--- src/rtl/io_port_ctrl.sv ---
// io_port_ctrl: memory-mapped I/O responder for the LEGLite I/O page 0xfff0-0xffff.
// Provides a debounced switch input port, a sticky switch-change status flag
// that clears on read, and a 7-segment output register.
module io_port_ctrl #(
    parameter int DEBOUNCE_CYCLES = 16,
    parameter bit SEG_ACTIVE_LOW  = 1'b0
) (
    input  logic        clock,
    input  logic        reset_n,
    input  logic [15:0] addr,
    input  logic [15:0] wdata,
    input  logic        memwrite,
    input  logic        memread,
    output logic [15:0] rdata,
    output logic        io_sel,
    input  logic [1:0]  sw,
    output logic [6:0]  seg
);

    localparam int              CW       = $clog2(DEBOUNCE_CYCLES);
    localparam logic [CW-1:0]   CNT_MAX  = CW'(DEBOUNCE_CYCLES - 1);
    localparam logic [CW-1:0]   CNT_ONE  = CW'(1);
    localparam logic [15:0]     P_SW     = 16'hfff0;
    localparam logic [15:0]     P_STAT   = 16'hfff2;
    localparam logic [15:0]     P_SEG    = 16'hfffa;

    logic [1:0]    s1;
    logic [1:0]    s2;
    logic [1:0]    sw_db;
    logic [CW-1:0] deb_cnt;
    logic          chg;
    logic [6:0]    seg_reg;
    logic          hit_sw;
    logic          hit_stat;
    logic          hit_seg;
    logic          accept;
    logic          unused_bits;

    // Register hits ignore address bit 0 so byte and word addresses both hit.
    assign hit_sw   = (addr[15:1] == P_SW[15:1]);
    assign hit_stat = (addr[15:1] == P_STAT[15:1]);
    assign hit_seg  = (addr[15:1] == P_SEG[15:1]);
    assign io_sel   = (addr[15:4] == 12'hfff);

    // A pending switch change is taken once it has stayed stable for the full count.
    assign accept   = (s2 != sw_db) && (deb_cnt == CNT_MAX);

    // Upper store bits and address bit 0 carry no meaning for this block.
    assign unused_bits = ^{wdata[15:7], addr[0]};

    // Two-flop synchronizer for the asynchronous board switches.
    always_ff @(posedge clock or negedge reset_n) begin
        if (!reset_n) begin
            s1 <= 2'b00;
            s2 <= 2'b00;
        end else begin
            s1 <= sw;
            s2 <= s1;
        end
    end

    // Shared debounce counter: any disagreement with the accepted value counts up, agreement restarts it.
    always_ff @(posedge clock or negedge reset_n) begin
        if (!reset_n) begin
            sw_db   <= 2'b00;
            deb_cnt <= '0;
        end else if (s2 == sw_db) begin
            deb_cnt <= '0;
        end else if (deb_cnt == CNT_MAX) begin
            sw_db   <= s2;
            deb_cnt <= '0;
        end else begin
            deb_cnt <= deb_cnt + CNT_ONE;
        end
    end

    // Sticky change flag: acceptance sets it and outranks a same-cycle clearing read of the status port.
    always_ff @(posedge clock or negedge reset_n) begin
        if (!reset_n) begin
            chg <= 1'b0;
        end else if (accept) begin
            chg <= 1'b1;
        end else if (memread && hit_stat) begin
            chg <= 1'b0;
        end
    end

    // Segment register captures the low seven store bits on a hit.
    always_ff @(posedge clock or negedge reset_n) begin
        if (!reset_n) begin
            seg_reg <= 7'h00;
        end else if (memwrite && hit_seg) begin
            seg_reg <= wdata[6:0];
        end
    end

    // Combinational read mux; unmapped addresses return zero.
    always_comb begin
        rdata = 16'h0000;
        if (hit_sw) begin
            rdata = {14'b0, sw_db};
        end else if (hit_stat) begin
            rdata = {15'b0, chg};
        end else if (hit_seg) begin
            rdata = {9'b0, seg_reg};
        end
    end

    assign seg = SEG_ACTIVE_LOW ? ~seg_reg : seg_reg;

endmodule

--- config.mk ---
export PLATFORM = sky130hd
export DESIGN_NAME = io_port_ctrl
export DESIGN_NICKNAME = d
export VERILOG_FILES = /design/src/rtl/io_port_ctrl.sv
export SDC_FILE = /design/constraint.sdc
export NUM_CORES = 1
export LEC_CHECK = 0
export BUFFER_PORTS_ARGS = -buffer_cell sky130_fd_sc_hd__buf_2
export CAP_MARGIN = 10
export CORE_UTILIZATION = 39
export CTS_CLUSTER_SIZE = 28
export DETAILED_ROUTE_END_ITERATION = 6
export GPL_TIMING_DRIVEN = 0
export PLACE_DENSITY = 0.86
export SLEW_MARGIN = 15
export SYNTH_ARGS = -nofsm -noshare
export SYNTH_HDL_FRONTEND = slang
export SYNTH_SLANG_ARGS = --single-unit
--- constraint.sdc ---
create_clock -name clock -period 2.35 [get_ports clock]
set_clock_uncertainty 0.2 [all_clocks]
set_input_delay 0 -clock clock [delete_from_list [all_inputs] [get_ports clock]]
set_output_delay 0 -clock clock [all_outputs]
set_load 0.03 [all_outputs]
==> out/results.ini, run 1 <==
[floorplan]
floorplan.initialDensity=0.4179
boundaryPins=62
rows=17
die_area_um2=2616
floorplan.die.height_um=51.15
die_w_um=51.15
coreArea_um2=2255

[layout]
area_growth_pct=46.88
final_core_utilization=0.6138
design.final.nets=186
share_of_layout_cells_above_drive_strength_1=0.4863
diodes=0
fill_cells=180
largest_register_ffs=7

[setup_path]
setup.worst_path.start_class=input port
worst-endpoint-arrival_ns=1.48
crit-reg2reg-launch=deb_cnt[0]
path_max_fanout=5
worstRegToRegCells=3
critical-path-slowest-cell=sky130_fd_sc_hd__dlygate4sd3_1
cp_data_required_time_ns=2.15
crit_path_cell_trace=dlygate4sd3_1 > buf_2 > and2_1 > nand3_1 > nor2_1 > and2_1 > buf_2
reg2reg_to=sw_db[1]
ff2ff_setup_slack_ns=0.86
crit_family=buffers and inverters
largest_stage_delay_on_the_critical_path_ns=0.52
critical_path.n_buffers_inverters=3
crit_type=input port to output pin
cp_endpoint_kind=output pin

[timing]
transition_time_at_the_pin_with_the_least_slew_margin_ns=0.7660
number_of_setup_violations_in_the_final_report=0
fmax_mhz=596.0
max_slew_margin=0.4876
finalHoldViolations=0
fin_crit_period_ns=1.678
slew_violations=0
setup_tns_ns=0
timing.final.crit_share=0.7140
rsz0062_at_grt=false

[routing]
average_detailed_routed_wire_length_per_instance_um=11.22
finalWirelength_um=1953
detail_route.iter0.violations=5
post_drt_via_cell_ratio=4.563
via_count=794
drtAntennaViolNets=0
detailedRoute.firstPassIterationCount=4
detail_route.drc_violations=0

[grt]
antenna_found_initial=0
pin_count_of_the_biggest_net_entering_global_routing=19
grt_pass1_wl_um=3132
overflow=0
first_global_vias=782
grt.total_usage=0.1633

[clock_tree]
cts_buffers=3
buffers_inserted_during_post_cts_setup_optimization=0
cts.htree.levels=1
ctsLongestPathBuffers=2
clockRootBuffer=sky130_fd_sc_hd__clkbuf_4
cts_tree=built
post_cts_resized=0
cts.sink_count=18
clk_pin_slew_worst_paths_ns=0.10
post_cts_hold_buffer_count=13
clk_latency_worst_skew_pair_ns=0.29

[yosys]
ys_seq_elements=18
ys.warnings.count=0
portion_of_the_post_synthesis_area_used_by_sequential_elements=0.4781
synth.distinct_cells=26
synthCells=79
syn-mean-instance-area_um2=11.93
post_synth_instance_area_um2=942.2

[power_and_ir_drop]
vdd_ir_drop_max_v=0.0003156
power-per-cell-area_nw_per_um2=580.9
p_leak_nw=0.7638

[worst_hold_path]
hold-path-endpoint=seg[0]
hold_path_startpoint=memwrite
whs_path_depth=4
min_path_type=input port to flop

[placed_design]
detailedPlacementHpwl_um=1459
gp_routability_congestion=0.6172
port-buffer-count=42

[run]
drv.max_cap_violation_count=0

[status]
outcome=finished clean

## per-layer routing
layer,routed length (µm),vias up,share of wire,GRT usage
li1,-,384,-,-
met1,746,368,0.38,0.1547
met2,1010,40,0.52,0.3114
met3,177,2,0.091,0.04464
met4,19,0,0.0097,0.08796
met5,0,-,0,0
## Yosys cell counts
library cell,instances,area share
sky130_fd_sc_hd__and4_4,2,0.024
sky130_fd_sc_hd__buf_4,9,0.072
sky130_fd_sc_hd__nor2b_1,1,0.0066
sky130_fd_sc_hd__nor2_1,6,0.024
sky130_fd_sc_hd__nor2_8,1,0.021
sky130_fd_sc_hd__and2_1,6,0.040
sky130_fd_sc_hd__and3_4,1,0.012
sky130_fd_sc_hd__xor2_1,2,0.019
sky130_fd_sc_hd__dfrtp_1,18,0.48
sky130_fd_sc_hd__o21ai_0,1,0.0053
sky130_fd_sc_hd__nand4b_1,1,0.0093
sky130_fd_sc_hd__and2b_2,1,0.0093
sky130_fd_sc_hd__conb_1,1,0.0040
sky130_fd_sc_hd__mux2_2,3,0.036
sky130_fd_sc_hd__xnor2_1,1,0.0093
sky130_fd_sc_hd__inv_1,1,0.0040
sky130_fd_sc_hd__nand4_4,1,0.023
sky130_fd_sc_hd__a22oi_1,1,0.0080
sky130_fd_sc_hd__nor3b_1,1,0.0080
sky130_fd_sc_hd__o31ai_1,1,0.0080
sky130_fd_sc_hd__o21ai_1,1,0.0053
sky130_fd_sc_hd__a21oi_1,3,0.016
sky130_fd_sc_hd__nand3_1,2,0.011
sky130_fd_sc_hd__nand2_1,6,0.024
sky130_fd_sc_hd__mux2_4,7,0.11
sky130_fd_sc_hd__ha_1,1,0.013
## where the power goes
part,switching [mW],leakage (nW),internal [mW]
combinational,0.0977,0.511,0.109
sequential,0.0474,0.232,0.363
clock,0.0916,0.0210,0.0945
## cells in the final DEF (no fill, tap or decap), drive strengths merged
master | synthesis | routed
nand2 | 6 | 6
and2b | 1 | 1
nand4 | 1 | 1
conb | 1 | 9
inv | 1 | 1
nand4b | 1 | 1
dfrtp | 18 | 18
nor2 | 7 | 7
dlygate4sd3 | 0 | 13
o21ai | 2 | 2
and2 | 6 | 6
and3 | 1 | 1
nor2b | 1 | 1
nor3b | 1 | 1
ha | 1 | 1
and4 | 2 | 2
a21oi | 3 | 3
o31ai | 1 | 1
clkbuf | 0 | 4
nand3 | 2 | 2
xnor2 | 1 | 1
mux2 | 10 | 10
buf | 9 | 51
xor2 | 2 | 2
a22oi | 1 | 1
## cell families after synthesis
family | synth area share
and+or+nand+nor | 0.2112
DFF | 0.4781
muxes | 0.1474
buffers and inverters | 0.07569
AOI/OAI and AO/OA | 0.04249
xor gates and xnor gates | 0.02789
adders and majority gates | 0.01328
other | 0.003980
## stage by stage
stage / setup slack (ns) / area [µm²] / cells / total power [mW] / hold WS [ns]
after floorplan: 0.9499 / 972.2 / 87 / 0.5477 / -0.4956
after global placement: 0.9054 / 1217 / 157 / 0.5929 / -0.2633
after CTS: 0.6695 / 1384 / 174 / 0.8175 / 0.03574
after global routing: 0.5691 / 1384 / 174 / 0.8591 / 0.03830
after detailed placement: 0.8657 / 1217 / 157 / 0.6124 / -0.2546
final: 0.6720 / 1384 / 174 / 0.8039 / 0.04124
## how the worst max path moves through the flow
stage	end	startpoint	slack, ns	cells past startpoint
floorplan	sw_db[0]	deb_cnt[0]	0.95	3
global placement	sw_db[0]	deb_cnt[0]	0.91	3
detailed placement	sw_db[1]	deb_cnt[0]	0.87	3
CTS	rdata[5]	addr[3]	0.67	7
global route	rdata[5]	addr[3]	0.57	7
finish	rdata[2]	addr[3]	0.67	7
## cell type report
| type | instances | area (µm²) | area share |
|---|---|---|---|
| plain buffers | 9 | 67.56 | 0.04882 |
| clock buffers | 4 | 36.28 | 0.02622 |
| inverters | 1 | 3.754 | 0.002712 |
| multi-input cells | 59 | 450.4 | 0.3255 |
| flip-flops and latches | 18 | 450.4 | 0.3255 |
| well taps | 28 | 35.03 | 0.02532 |
| repair buffers | 55 | 340.3 | 0.2459 |
## worst min-delay path, delay by kind of cell
kind	cells	cell delay, ns
and+or+nand+nor	2	0.22
muxes	1	0.19
buffers and inverters	1	0.10
(Power assumes the default switching activity.)
==> inputs of run 2 (changes only) <==
clock period = 1.61 ns   (was 2.35 ns; I/O delays follow)
==> run 2 against run 1 <==
Compared with the run above:
- clock-buffer cell count is the same
- via count shrank 0.25%
- combinational power up 47%
- flip-flop and latch count is the same
- largest power group unchanged
- wire length increased by 0.56%
- sequential power rose by 46%
==> out/results.ini, run 2 (synthesis results as in run 1) <==
[status]
outcome=finished clean

[timing]
fin_crit_period_ns=1.575
fin_worst_hold_slack_ns=0.03984
fmax_mhz=635.0
rsz0062_at_grt=false
slew_violations=0
number_of_setup_violations_in_the_final_report=0
setup_tns_ns=0
finalWorstSetupSlack_ns=0.03513
finalHoldViolations=0
timing.final.crit_share=0.9782

[routing]
detail_route.drc_violations=0
post_drt_via_cell_ratio=4.552
detailedRoute.firstPassIterationCount=4
m1WireLength_um=758
maxUsedRoutingLayer=met4
via_count=792
detail_route.iter0.violations=5
met3RoutedLength_um=178
average_detailed_routed_wire_length_per_instance_um=11.29
finalWirelength_um=1964
drtAntennaViolNets=0
met2_routed_wl_um=1008

[worst_hold_path]
hold-path-endpoint=seg[0]
min_path_type=input port to flop
hold_path_startpoint=memwrite
whs_path_depth=4

[layout]
layoutNonFillerInstCount=174
final_core_utilization=0.6171
diodes=0
share_of_layout_cells_above_drive_strength_1=0.4932
design.final.nets=186
design_area_um2=1391
largest_register_ffs=7
layout_commonest_cell=sky130_fd_sc_hd__buf_2
most-common-layout-cells=41 x sky130_fd_sc_hd__buf_2, 18 x sky130_fd_sc_hd__dfrtp_1, 13 x sky130_fd_sc_hd__dlygate4sd3_1
area_growth_pct=47.68
fill_cells=177

[placed_design]
place_inst=157
port-buffer-count=42
gp_routability_congestion=0.6172
placed_cell_area_um2=1217
preCtsSetupSlack_ns=0.1257
detailedPlacementHpwl_um=1459

[setup_path]
cp_data_required_time_ns=1.59
critical_path.n_buffers_inverters=3
cp_endpoint_kind=flop
reg2reg_to=sw_db[1]
worst-endpoint-arrival_ns=1.56
worstRegToRegCells=3
largest_stage_delay_on_the_critical_path_ns=0.58
most_repeated_library_cell_on_the_critical_path=sky130_fd_sc_hd__dlygate4sd3_1
setup.worst_path.start_class=input port
crit_family=buffers and inverters
critical-path-slowest-cell=sky130_fd_sc_hd__dlygate4sd3_1
crit_path_cell_trace=buf_2 > dlygate4sd3_1 > o31ai_1 > dlygate4sd3_1 > o21ai_1
ff2ff_setup_slack_ns=0.12
crit-reg2reg-launch=deb_cnt[0]
path_max_fanout=4
cp_num_cells=5
crit_type=input port to flop

[floorplan]
die_area_um2=2616
boundaryPins=62
coreArea_um2=2255
rows=17
floorplan.die.height_um=51.15
die_w_um=51.15
floorplan.initialDensity=0.4179

[grt]
first_global_vias=779
pin_count_of_the_biggest_net_entering_global_routing=19
grt.total_usage=0.1627
grt_pass1_wl_um=3111
overflow=0
antenna_found_initial=0

[power_and_ir_drop]
vdd_ir_drop_max_v=0.0004323
power-per-cell-area_nw_per_um2=846.4
p_leak_nw=0.7638
totalPowerFinal_mw=1.178

[clock_tree]
clk_latency_worst_skew_pair_ns=0.29
cts.sink_count=18
cts_tree=built
ctsLongestPathBuffers=2
clk_pin_slew_worst_paths_ns=0.10
clockRootBuffer=sky130_fd_sc_hd__clkbuf_4
cts_buffers=3
cts.htree.levels=1

[run]
drv.max_cap_violation_count=0

run 2: cell counts in the layout (fill, tap and decap cells not counted):
No cell type changed its count.
run 2: tightest hold or removal path: cells and delay by family:
family / cells / cell delay (ns)
and+or+nand+nor: 2 / 0.22
muxes: 1 / 0.19
buffers and inverters: 1 / 0.10
run 2: final cells by class:
| cell class | instances | area [µm²] | area share |
|---|---|---|---|
| inverter | 1 | 3.754 | 0.002698 |
| sequential | 18 | 450.4 | 0.3237 |
| tap | 28 | 35.03 | 0.02518 |
| multi-input combinational | 59 | 455.4 | 0.3273 |
| timing repair buffer | 55 | 342.8 | 0.2464 |
| buffer | 9 | 67.56 | 0.04856 |
| clock buffer | 4 | 36.28 | 0.02608 |
run 2: how the worst max path moves through the flow:
stage | from | slack [ns] | endpoint
final | addr[3] | 0.04 | chg
after global routing | addr[3] | 0.01 | chg
after CTS | seg[0] | 0.04 | rdata[0]
after detailed placement | deb_cnt[0] | 0.13 | sw_db[1]
after global placement | deb_cnt[0] | 0.17 | sw_db[0]
after floorplan | deb_cnt[0] | 0.21 | sw_db[0]
run 2: what timing repair did:
item / in CTS / in global routing
gates resized for setup: 0 / 3
setup buffers: 0 / 0
setup endpoints to repair: 0 / 1
endpoints found under the hold margin: 28 / 0
hold buffers: 13 / 0
run 2: power breakdown:
group          leakage [nW]  internal (mW)  switching, mW
clock                0.0210          0.138          0.134
sequential            0.232          0.530         0.0704
combinational         0.511          0.162          0.143
total                 0.764          0.830          0.348
run 2: layer usage:
layer  global-route usage  vias to the layer above
met5                    0                        -
met4              0.08796                        0
met3              0.04464                        2
met2               0.3114                       42
met1               0.1528                      363
li1                     -                      385
==> inputs of run 3 (changes only) <==
--- a/config.mk
+++ b/config.mk
@@ -9,3 +9,5 @@
 export CAP_MARGIN = 10
-export CORE_UTILIZATION = 39
+export CELL_PAD_IN_SITES_DETAIL_PLACEMENT = 0
+export CELL_PAD_IN_SITES_GLOBAL_PLACEMENT = 1
+export CORE_UTILIZATION = 30
 export CTS_CLUSTER_SIZE = 28
@@ -13,3 +15,4 @@
 export GPL_TIMING_DRIVEN = 0
-export PLACE_DENSITY = 0.86
+export MAX_ROUTING_LAYER = met4
+export PLACE_DENSITY = 0.9
 export SLEW_MARGIN = 15
--- a/constraint.sdc
+++ b/constraint.sdc
@@ -4,2 +4,2 @@
 set_output_delay 0 -clock clock [all_outputs]
-set_load 0.03 [all_outputs]
+set_load 0.02 [all_outputs]
==> run 3 against run 2 <==
Compared with the run above:
- the flow now finishes with violations (DRC)
- clock-buffer cell count did not move
- flip-flop and latch count did not move
- first-iteration DRC count grew to 3.6 times the previous value
- setup slack improved by 0.028 ns
- clock power barely moved
- die area up 29%
- sequential power grew 0.8%
- combinational power is 3% lower
- critical path type unchanged
- highest routed layer unchanged
==> out/results.ini, run 3 (synthesis results as in run 1) <==
[floorplan]
floorplan.initialDensity=0.3275
die_area_um2=3369
die_w_um=58.04
rows=19
boundaryPins=62
coreArea_um2=2877
floorplan.die.height_um=58.04

[worst_hold_path]
min_path_type=input port to flop
whs_path_depth=4

[routing]
detail_route.drc_violations=8
detailedRoute.firstPassIterationCount=5
drtAntennaViolNets=0
average_detailed_routed_wire_length_per_instance_um=10.54
detail_route.iter0.violations=18
post_drt_via_cell_ratio=4.229
via_count=795
finalWirelength_um=1982

[layout]
design.final.nets=186
final_core_utilization=0.4872
largest_register_ffs=7
layout_commonest_cell=sky130_fd_sc_hd__buf_2
design_area_um2=1401
share_of_layout_cells_above_drive_strength_1=0.4863
diodes=0
area_growth_pct=48.74
most-common-layout-cells=42 x sky130_fd_sc_hd__buf_2, 18 x sky130_fd_sc_hd__dfrtp_1, 13 x sky130_fd_sc_hd__dlygate4sd3_1
layoutNonFillerInstCount=188

[setup_path]
cp_data_required_time_ns=1.58
setup.worst_path.start_class=input port
cp_num_cells=5
most_repeated_library_cell_on_the_critical_path=sky130_fd_sc_hd__dlygate4sd3_1
crit_family=buffers and inverters
cp_endpoint_kind=flop
crit_type=input port to flop
critical_path.n_buffers_inverters=3
path_max_fanout=4
crit_path_cell_trace=buf_2 > dlygate4sd3_1 > o31ai_1 > dlygate4sd3_1 > o21ai_1
largest_stage_delay_on_the_critical_path_ns=0.57
worst-endpoint-arrival_ns=1.52
critical-path-slowest-cell=sky130_fd_sc_hd__dlygate4sd3_1
ff2ff_setup_slack_ns=0.11
worstRegToRegCells=3

[clock_tree]
clockRootBuffer=sky130_fd_sc_hd__clkbuf_4
cts_tree=built
post_cts_resized=0
cts.sink_count=18
cts_buffers=3
ctsLongestPathBuffers=2
clk_latency_worst_skew_pair_ns=0.29
clk_pin_slew_worst_paths_ns=0.10
cts.htree.levels=1

[timing]
fmax_mhz=646.3
number_of_setup_violations_in_the_final_report=0
setup_tns_ns=0
finalHoldViolations=0
rsz0062_at_grt=false
finalWorstSetupSlack_ns=0.06270
fin_crit_period_ns=1.547
timing.final.crit_share=0.9611
slew_violations=0
fin_worst_hold_slack_ns=0.04577

[status]
outcome=complete, but fails checks
violations=DRC

[placed_design]
preCtsSetupSlack_ns=0.1233
place_inst=171
gp_routability_congestion=0.7174
port-buffer-count=42
detailedPlacementHpwl_um=1482
placed_cell_area_um2=1235

[grt]
groute.layer.met1.usage=0.1186
pin_count_of_the_biggest_net_entering_global_routing=19
antenna_found_initial=0
grt_busiest_layer=met2
first_global_vias=797
overflow=0
gr-usage-met3=0.03571
grt_pass1_wl_um=3153
globalRouteMet2Util=0.2447
grt.total_usage=0.1248

[power_and_ir_drop]
p_leak_nw=0.7638
totalPowerFinal_mw=1.175
vdd_ir_drop_max_v=0.0004957
power-per-cell-area_nw_per_um2=838.2

[run]
drv.max_cap_violation_count=0

-- run 3: cell counts in the layout (fill, tap and decap cells not counted) --
Identical to the previous run, type by type.
-- run 3: routing by layer --
layer	share of wire	wire, µm
met1	0.39	770
met2	0.50	994
met3	0.095	189
met4	0.014	28
met5	0	0
-- run 3: area by class of cell --
| class | instances | area, µm² |
|---|---|---|
| Timing Repair Buffer | 55 | 340.3 |
| Inverter | 1 | 3.754 |
| Tap cell | 42 | 52.55 |
| Clock buffer | 4 | 36.28 |
| Sequential cell | 18 | 450.4 |
| Multi-Input combinational cell | 59 | 450.4 |
| Buffer | 9 | 67.56 |
| Fill cell | 267 | 1475 |
-- run 3: final timing paths --
path / from / end
min in group asynchronous: reset_n / seg[1]
setup / recovery: addr[3] / chg
hold reg to reg: s1[0] / s2[0]
setup reg to reg: deb_cnt[0] / sw_db[1]
max in group asynchronous: reset_n / deb_cnt[0]
hold / removal: memwrite / seg[1]
-- run 3: what timing repair did --
action	in CTS	in global routing
endpoints found under the hold margin	28	0
endpoints found under the setup margin	0	1
hold buffers	13	0
setup buffers	0	0
-- run 3: report_power, final --
group	internal (mW)	switching [mW]
Combinational	0.160	0.137
Clock	0.138	0.134
Sequential	0.530	0.0759
Total	0.828	0.347
-- run 3: worst reg2reg max path: stages, from the launching register on --
cell	delay, ns
sky130_fd_sc_hd__dfrtp_1	0.43
sky130_fd_sc_hd__ha_1	0.26
sky130_fd_sc_hd__nand3_1	0.16
sky130_fd_sc_hd__mux2_2	0.36
